`config.mk`:
```
export PLATFORM = sky130hd
export DESIGN_NAME = uart_mmio_responder_flat
export DESIGN_NICKNAME = d
export VERILOG_FILES = /design/src/rtl/uart_mmio_responder_if.sv /design/src/rtl/uart_mmio_responder.sv /design/src/flat_wrapper.sv
export SDC_FILE = /design/constraint.sdc
export NUM_CORES = 1
export LEC_CHECK = 0
export CORE_MARGIN = 2
export CORE_UTILIZATION = 40
export CTS_BUF_LIST = sky130_fd_sc_hd__clkbuf_4
export DETAILED_ROUTE_END_ITERATION = 16
export SLEW_MARGIN = 10
export SYNTH_ARGS = -nofsm -noshare
export SYNTH_HDL_FRONTEND = slang
export SYNTH_SLANG_ARGS = --single-unit
```
`constraint.sdc`:
```
create_clock -name clk -period 2.36 [get_ports clk]
set_input_delay 0.472 -clock clk [delete_from_list [all_inputs] [get_ports clk]]
set_output_delay 0.472 -clock clk [all_outputs]
set_load 0.03 [all_outputs]
```
`src/rtl/uart_mmio_responder_if.sv`:
```
// ---------------------------------------------------------------------------
// uart_mmio_responder_if
// Register-side bus between the MEM stage and the UART responder.
//   uart_wdata      : byte to transmit, valid with uart_write_ce
//   uart_write_ce   : 1-cycle transmit request
//   uart_rdata      : head of RX storage
//   clean_recv_flag : read-consume strobe (level, may be held)
//   recv_flag       : unread RX byte available
//   send_flag       : transmitter idle, accepts a byte
// master = MEM stage side, slave = UART responder side.
// ---------------------------------------------------------------------------
interface uart_mmio_responder_if;
  logic [7:0] uart_wdata;
  logic       uart_write_ce;
  logic [7:0] uart_rdata;
  logic       clean_recv_flag;
  logic       recv_flag;
  logic       send_flag;

  modport master (
    output uart_wdata,
    output uart_write_ce,
    output clean_recv_flag,
    input  uart_rdata,
    input  recv_flag,
    input  send_flag
  );

  modport slave (
    input  uart_wdata,
    input  uart_write_ce,
    input  clean_recv_flag,
    output uart_rdata,
    output recv_flag,
    output send_flag
  );
endinterface

```
`src/rtl/uart_mmio_responder.sv`:
```
// ---------------------------------------------------------------------------
// uart_mmio_responder
// Device end of the memory-stage UART port. Accepts single-byte transmit
// requests, serialises them as 8N1 (LSB first) on txd, deserialises 8N1 frames
// from rxd and presents the received byte with recv_flag/send_flag status.
//
// Ports
//   clk          : system clock, all logic on posedge
//   rst          : asynchronous active-low reset
//   bus          : uart_mmio_responder_if.slave register-side bus
//   txd          : serial out, idle high
//   rxd          : serial in, asynchronous to clk
//   rx_frame_err : 1-cycle pulse, stop bit sampled 0, byte discarded
//   rx_overrun   : 1-cycle pulse, byte arrived while storage was full
//
// Parameters
//   CLKS_PER_BIT  : clk cycles per serial bit (>= 4)
//   RX_FIFO_DEPTH : RX FIFO entries (power of 2), used with UART_RX_FIFO_EN
//
// Build option
//   UART_RX_FIFO_EN : when defined, RX storage is an RX_FIFO_DEPTH-entry FIFO
//                     (full-drop on overrun); otherwise a single holding
//                     register that is overwritten on overrun.
// ---------------------------------------------------------------------------
module uart_mmio_responder #(
  parameter int CLKS_PER_BIT  = 5208,
  parameter int RX_FIFO_DEPTH = 4
) (
  input  logic                        clk,
  input  logic                        rst,
  uart_mmio_responder_if.slave        bus,
  output logic                        txd,
  input  logic                        rxd,
  output logic                        rx_frame_err,
  output logic                        rx_overrun
);

  localparam int CNT_W = $clog2(CLKS_PER_BIT);
  localparam logic [CNT_W-1:0] CNT_LAST = CNT_W'(CLKS_PER_BIT - 1);
  localparam logic [CNT_W-1:0] CNT_HALF = CNT_W'(CLKS_PER_BIT / 2 - 1);

  // Elaboration-time guard on the parameter ranges the timing relies on.
  if (CLKS_PER_BIT < 4 || RX_FIFO_DEPTH < 1 ||
      (RX_FIFO_DEPTH & (RX_FIFO_DEPTH - 1)) != 0) begin : g_bad_cfg
    $error("uart_mmio_responder: CLKS_PER_BIT must be >= 4 and RX_FIFO_DEPTH a power of 2");
  end

  // -------------------------------------------------------------------------
  // Transmitter
  // -------------------------------------------------------------------------
  typedef enum logic [1:0] {TX_IDLE, TX_START, TX_DATA, TX_STOP} tx_state_t;

  tx_state_t        tx_state_q;
  logic [CNT_W-1:0] tx_cnt_q;
  logic [2:0]       tx_bit_q;
  logic [7:0]       tx_shift_q;
  logic             txd_q;
  logic             send_flag_q;
  logic             tx_last;

  assign tx_last = (tx_cnt_q == CNT_LAST);

  always_ff @(posedge clk or negedge rst) begin
    if (!rst) begin
      tx_state_q  <= TX_IDLE;
      tx_cnt_q    <= '0;
      tx_bit_q    <= '0;
      tx_shift_q  <= '0;
      txd_q       <= 1'b1;
      send_flag_q <= 1'b1;
    end else begin
      case (tx_state_q)
        TX_IDLE: begin
          // Requests outside IDLE fall through untouched: no queueing.
          if (bus.uart_write_ce) begin
            tx_shift_q  <= bus.uart_wdata;
            txd_q       <= 1'b0;
            send_flag_q <= 1'b0;
            tx_cnt_q    <= '0;
            tx_state_q  <= TX_START;
          end
        end
        TX_START: begin
          if (tx_last) begin
            tx_cnt_q   <= '0;
            tx_bit_q   <= '0;
            txd_q      <= tx_shift_q[0];
            tx_state_q <= TX_DATA;
          end else begin
            tx_cnt_q <= tx_cnt_q + 1'b1;
          end
        end
        TX_DATA: begin
          if (tx_last) begin
            tx_cnt_q <= '0;
            if (tx_bit_q == 3'd7) begin
              txd_q      <= 1'b1;
              tx_state_q <= TX_STOP;
            end else begin
              // Shift so the next bit to send is always tx_shift_q[0].
              tx_shift_q <= {1'b0, tx_shift_q[7:1]};
              txd_q      <= tx_shift_q[1];
              tx_bit_q   <= tx_bit_q + 1'b1;
            end
          end else begin
            tx_cnt_q <= tx_cnt_q + 1'b1;
          end
        end
        TX_STOP: begin
          if (tx_last) begin
            tx_cnt_q    <= '0;
            send_flag_q <= 1'b1;
            tx_state_q  <= TX_IDLE;
          end else begin
            tx_cnt_q <= tx_cnt_q + 1'b1;
          end
        end
        default: begin
          tx_state_q  <= TX_IDLE;
          txd_q       <= 1'b1;
          send_flag_q <= 1'b1;
        end
      endcase
    end
  end

  assign txd           = txd_q;
  assign bus.send_flag = send_flag_q;

  // -------------------------------------------------------------------------
  // Receiver: 2-flop synchroniser, then frame FSM on the synchronised line
  // -------------------------------------------------------------------------
  typedef enum logic [2:0] {RX_IDLE, RX_START, RX_DATA, RX_STOP, RX_WAIT} rx_state_t;

  logic             rxd_meta_q;
  logic             rxd_sync_q;
  logic             rxd_prev_q;
  rx_state_t        rx_state_q;
  logic [CNT_W-1:0] rx_cnt_q;
  logic [2:0]       rx_bit_q;
  logic [7:0]       rx_shift_q;
  logic             rx_frame_err_q;
  logic             rx_last;
  logic             rx_push;

  assign rx_last = (rx_cnt_q == CNT_LAST);

  // A good stop-bit sample hands the completed byte straight to storage so
  // recv_flag is visible on the very next cycle.
  assign rx_push = (rx_state_q == RX_STOP) && rx_last && rxd_sync_q;

  always_ff @(posedge clk or negedge rst) begin
    if (!rst) begin
      rxd_meta_q     <= 1'b1;
      rxd_sync_q     <= 1'b1;
      rxd_prev_q     <= 1'b1;
      rx_state_q     <= RX_IDLE;
      rx_cnt_q       <= '0;
      rx_bit_q       <= '0;
      rx_shift_q     <= '0;
      rx_frame_err_q <= 1'b0;
    end else begin
      rxd_meta_q     <= rxd;
      rxd_sync_q     <= rxd_meta_q;
      rxd_prev_q     <= rxd_sync_q;
      rx_frame_err_q <= 1'b0;
      case (rx_state_q)
        RX_IDLE: begin
          if (rxd_prev_q && !rxd_sync_q) begin
            rx_cnt_q   <= '0;
            rx_state_q <= RX_START;
          end
        end
        RX_START: begin
          // Mid-start-bit check rejects short glitches; it also aligns all
          // later samples to bit centres.
          if (rx_cnt_q == CNT_HALF) begin
            rx_cnt_q   <= '0;
            rx_bit_q   <= '0;
            rx_state_q <= rxd_sync_q ? RX_IDLE : RX_DATA;
          end else begin
            rx_cnt_q <= rx_cnt_q + 1'b1;
          end
        end
        RX_DATA: begin
          if (rx_last) begin
            rx_cnt_q   <= '0;
            rx_shift_q <= {rxd_sync_q, rx_shift_q[7:1]};
            if (rx_bit_q == 3'd7) rx_state_q <= RX_STOP;
            else                  rx_bit_q   <= rx_bit_q + 1'b1;
          end else begin
            rx_cnt_q <= rx_cnt_q + 1'b1;
          end
        end
        RX_STOP: begin
          if (rx_last) begin
            rx_cnt_q <= '0;
            if (rxd_sync_q) begin
              rx_state_q <= RX_IDLE;
            end else begin
              rx_frame_err_q <= 1'b1;
              rx_state_q     <= RX_WAIT;
            end
          end else begin
            rx_cnt_q <= rx_cnt_q + 1'b1;
          end
        end
        RX_WAIT: begin
          // Hold off re-arming until the line is back at idle level.
          if (rxd_sync_q) rx_state_q <= RX_IDLE;
        end
        default: rx_state_q <= RX_IDLE;
      endcase
    end
  end

  assign rx_frame_err = rx_frame_err_q;

  // -------------------------------------------------------------------------
  // Consume strobe: only its rising edge pops, so a held strobe pops once
  // -------------------------------------------------------------------------
  logic clean_prev_q;
  logic rx_pop;

  always_ff @(posedge clk or negedge rst) begin
    if (!rst) clean_prev_q <= 1'b0;
    else      clean_prev_q <= bus.clean_recv_flag;
  end

  assign rx_pop = bus.clean_recv_flag && !clean_prev_q;

  // -------------------------------------------------------------------------
  // RX storage
  // -------------------------------------------------------------------------
`ifdef UART_RX_FIFO_EN
  localparam int PTR_W = (RX_FIFO_DEPTH > 1) ? $clog2(RX_FIFO_DEPTH) : 1;

  logic [7:0]       fifo_mem [RX_FIFO_DEPTH];
  logic [PTR_W-1:0] wr_ptr_q;
  logic [PTR_W-1:0] rd_ptr_q;
  logic [PTR_W:0]   count_q;
  logic             rx_overrun_q;
  logic             pop_ok;
  logic             push_ok;

  assign pop_ok  = rx_pop && (count_q != '0);
  // A pop in the same cycle frees a slot, so a full FIFO can still accept.
  assign push_ok = rx_push && ((count_q != (PTR_W+1)'(RX_FIFO_DEPTH)) || pop_ok);

  always_ff @(posedge clk or negedge rst) begin
    if (!rst) begin
      wr_ptr_q     <= '0;
      rd_ptr_q     <= '0;
      count_q      <= '0;
      rx_overrun_q <= 1'b0;
    end else begin
      rx_overrun_q <= rx_push && !push_ok;
      if (push_ok) wr_ptr_q <= wr_ptr_q + PTR_W'(1);
      if (pop_ok)  rd_ptr_q <= rd_ptr_q + PTR_W'(1);
      case ({push_ok, pop_ok})
        2'b10:   count_q <= count_q + 1'b1;
        2'b01:   count_q <= count_q - 1'b1;
        default: count_q <= count_q;
      endcase
    end
  end

  always_ff @(posedge clk) begin
    if (push_ok) fifo_mem[wr_ptr_q] <= rx_shift_q;
  end

  assign bus.recv_flag  = (count_q != '0);
  assign bus.uart_rdata = (count_q != '0) ? fifo_mem[rd_ptr_q] : 8'h00;
  assign rx_overrun     = rx_overrun_q;
`else
  logic [7:0] hold_q, hold_d;
  logic       full_q, full_d;
  logic       rx_overrun_q, rx_overrun_d;

  always_comb begin
    hold_d       = hold_q;
    full_d       = full_q;
    rx_overrun_d = 1'b0;
    if (rx_pop) full_d = 1'b0;
    if (rx_push) begin
      // New byte always wins; it is an overrun only if the old one was unread.
      hold_d       = rx_shift_q;
      full_d       = 1'b1;
      rx_overrun_d = full_q && !rx_pop;
    end
  end

  always_ff @(posedge clk or negedge rst) begin
    if (!rst) begin
      hold_q       <= 8'h00;
      full_q       <= 1'b0;
      rx_overrun_q <= 1'b0;
    end else begin
      hold_q       <= hold_d;
      full_q       <= full_d;
      rx_overrun_q <= rx_overrun_d;
    end
  end

  assign bus.recv_flag  = full_q;
  assign bus.uart_rdata = hold_q;
  assign rx_overrun     = rx_overrun_q;
`endif

endmodule

```
`src/flat_wrapper.sv`:
```
// flat-port wrapper written by rule: the top's interface ports become plain ports
module uart_mmio_responder_flat 
#(
  parameter int CLKS_PER_BIT  = 5208,
  parameter int RX_FIFO_DEPTH = 4
)
  (clk, rst, txd, rxd, rx_frame_err, rx_overrun, bus_uart_wdata, bus_uart_write_ce, bus_clean_recv_flag, bus_uart_rdata, bus_recv_flag, bus_send_flag);
  uart_mmio_responder_if bus_i ();
  input  logic clk;
  input  logic rst;
  output logic txd;
  input  logic rxd;
  output logic rx_frame_err;
  output logic rx_overrun;
  input wire logic [$bits(bus_i.uart_wdata)-1:0] bus_uart_wdata;
  input wire logic [$bits(bus_i.uart_write_ce)-1:0] bus_uart_write_ce;
  input wire logic [$bits(bus_i.clean_recv_flag)-1:0] bus_clean_recv_flag;
  output wire logic [$bits(bus_i.uart_rdata)-1:0] bus_uart_rdata;
  output wire logic [$bits(bus_i.recv_flag)-1:0] bus_recv_flag;
  output wire logic [$bits(bus_i.send_flag)-1:0] bus_send_flag;
  assign bus_i.uart_wdata = bus_uart_wdata;
  assign bus_i.uart_write_ce = bus_uart_write_ce;
  assign bus_i.clean_recv_flag = bus_clean_recv_flag;
  assign bus_uart_rdata = bus_i.uart_rdata;
  assign bus_recv_flag = bus_i.recv_flag;
  assign bus_send_flag = bus_i.send_flag;
  uart_mmio_responder #(.CLKS_PER_BIT(CLKS_PER_BIT), .RX_FIFO_DEPTH(RX_FIFO_DEPTH)) u_core (.clk(clk), .rst(rst), .bus(bus_i), .txd(txd), .rxd(rxd), .rx_frame_err(rx_frame_err), .rx_overrun(rx_overrun));
endmodule
```
==> impl_metrics.ini <==
[global_routing]
grt_pass1_wl_um = 11750
grt_usage_pct = 14.95
grt_pass1_vias = 2550
grt_overflow = 0
antenna_found_initial = 0
grt_max_degree = 71

[min_path]
hold_path_class = in -> async

[clocking]
htree_levels = 3
clock_path_buffers = 2
insertion_delay_ns = 0.42
clk_pin_slew_ns = 0.14
numCtsBuffers = 9
cts-root-buf = clkbuf_4
cts_sinks = 70
cts_tree = built

[drt]
via_per_inst = 5.140
routed_wl_um = 6617
avgRoutedWirePerCell_um = 13.64
vias = 2493
drt_iter0_markers = 93
ant_nets = 0
route.detailed.drc = 0
dr.pass1.iters = 4

[final_layout]
synthToLayoutAreaGrowth_pct = 18.91
drive_gt1_share_pct = 22.02
fillers = 809
seq_area_um2 = 1758
diodes = 0
finalInstanceArea_um2 = 4154
multi_input_comb_area_um2 = 1664
layout.nets = 396

[logic_synthesis]
yosys.area.top_type_share_pct = 46.56
synth-seq-cells = 70
synth_common_cells = dfrtp_1, nand2_1, nor2_1
synth_most_common_cell = dfrtp_1
syn_area_um2 = 3493
synth_top_cell_by_area = dfrtp_1
syn_inst = 320
syn_nets = 344
avgSynthCellArea_um2 = 10.92
synthArstFlopShare_pct = 100.0
synth_edf_count = 0
yosys_warnings = 0
yosys-top-cells-area = dfrtp_1, mux2_2, ha_1, dfstp_2, nand2_1
ys.flop_type = dfrtp_1
seq_area_frac_synth_pct = 50.32
ys_types = 51

[critical_path]
cp.required_ns = 2.65
start_kind = register
critPathKind = reg -> reg
cp-end-kind = register
r2r_start = u_core.tx_cnt_q[5]$_DFFE_PN0P_
cpPeakStageDelay_ns = 0.54
crit_buf_inv = 0
cp_cell_sequence = or4b_4 > nor4_4 > nand2b_2 > a21o_1 > mux2_4
slowest_stage = or4b_4
critPathTopFamily = simple AND/OR/NAND/NOR gates
critPathLaunch = u_core.tx_cnt_q[5]$_DFFE_PN0P_
crit_fanout = 8
worstPathArrival_ns = 2.55

[floorplanning]
start_util_pct = 40.65
core-area_um2 = 8593
die_y_um = 97.45
dieArea_um2 = 9497
fp.dieW_um = 97.45
ios = 26
row_count = 34

[timing]
finalCriticalPeriod_ns = 2.265
tightest_slew_ns = 0.4687
fmax_mhz = 441.5
final-setup-viol-count = 0
holdWs_ns = 0.05546
fin_crit_sh_pct = 95.98
setup_ws_ns = 0.09492
slew_viol_final = 0
relSlewSlack_pct = 68.51
fin_skew_ns = 0.02617
rsz0062_at_grt = no
setup_tns_ns = 0
hold_viol = 0

[pwr]
swShare_pct = 34.99
p_switching_uw = 1203
combPwrFrac_pct = 37.3
clkPwrFrac_pct = 19.0
seq_power_share_pct = 43.7
p_int_uw = 2236
p_total_uw = 3440
p_leak_uw = 0.001913
powerDensity_nw_per_um2 = 828.0
ir_worst_vdd_uv = 586.5

[outcome]
status = complete, no violations

[place]
post_dp_cell_area_um2 = 4035
dpl.hpwl_um = 4505
portBuffers = 25
place_ws_ns = 0.06843
gp_congestion = 0.8031

[job]
maxCapViolCount = 0
[layout by cell type, fill, tap and decap left out, drive strengths merged, types with 6 or more instances in the layout]
| cell | n |
|---|---|
| dfrtp | 65 |
| nand2 | 34 |
| mux2 | 34 |
| nor2 | 28 |
| buf | 27 |
| clkdlybuf4s50 | 24 |
| o21ai | 23 |
| a21oi | 14 |
| ha | 11 |
| nand3 | 10 |
| clkbuf | 10 |
| inv | 8 |
| xor2 | 8 |
| nor3 | 6 |
| and3 | 6 |
[per-layer routing]
metal | wire length, um | share of wire, % | track usage, %
met1 | 3209 | 48 | 19.68
met2 | 3096 | 47 | 24.08
met3 | 258 | 3.9 | 4.604
met4 | 53 | 0.80 | 3.953
met5 | 0 | 0 | 0
[stage by stage]
step	instances	util (%)
floorplan	320	-
global placement	469	46.96
detailed placement	469	46.96
CTS	485	48.28
global route	485	48.34
finish	485	48.34
[worst paths after layout]
path | cells past startpoint | to | slack [ns]
max in group asynchronous | 2 | u_core.bus.send_flag$_DFFE_PN1P_ | 1.94
worst min register to register | 0 | u_core.rxd_sync_q$_DFF_PN1_ | 0.37
worst max register to register | 5 | u_core.tx_shift_q[4]$_DFFE_PN0P_ | 0.09
worst max-delay path | 5 | u_core.tx_shift_q[4]$_DFFE_PN0P_ | 0.09
min in group clk | 0 | u_core.rxd_sync_q$_DFF_PN1_ | 0.37
worst min-delay path | 2 | u_core.rx_cnt_q[5]$_DFFE_PN0P_ | 0.06
[flip-flops by register name, summed over array words and instances (netlist names)]
register	cells
u_core.rx_frame_err	1
u_core.rxd_prev_q	1
u_core.tx_bit_q	3
u_core.tx_cnt_q	13
u_core.txd	1
u_core.rxd_sync_q	1
u_core.tx_state_q	2
u_core.bus.uart_rdata	8
u_core.bus.recv_flag	1
u_core.rxd_meta_q	1
u_core.bus.send_flag	1
u_core.clean_prev_q	1
u_core.rx_overrun	1
u_core.rx_shift_q	8
u_core.rx_cnt_q	13
u_core.tx_shift_q	8
u_core.rx_bit_q	3
u_core.rx_state_q	3
[final cells by class]
class                      count  share of cell area (%)
timing repair buffer          51                   10.90
inverter                       8                  0.7229
clock inverter                 6                  0.9337
clock buffer                  10                   1.807
tap                          108                   3.253
multi-input combinational    232                   40.06
sequential                    70                   42.32
[power groups by stage]
stage	clock (uW)	sequential, uW	combinational (uW)
3_3_place_gp	0	1520	1270
2_1_floorplan	0	1490	984
5_1_grt	750	1530	1420
6_report	653	1500	1280
3_5_place_dp	0	1520	1300
4_1_cts	696	1500	1300
[what timing repair did]
item	4_1_cts	5_1_grt
gates resized for setup	0	1
setup endpoints to repair	0	8
hold buffers	0	0
buffers inserted	0	0
[kinds of logic after synthesis]
| kind of cell | after synthesis | share of synthesized area [%] |
|---|---|---|
| flops | 70 | 50.32 |
| mux | 36 | 12.39 |
| compound gates | 58 | 10.06 |
| buf+inv | 18 | 2.185 |
| xor+xnor | 13 | 3.259 |
| simple gates | 114 | 17.84 |
| fa+ha+maj | 11 | 3.940 |
Power figures use the tool's default switching activity.
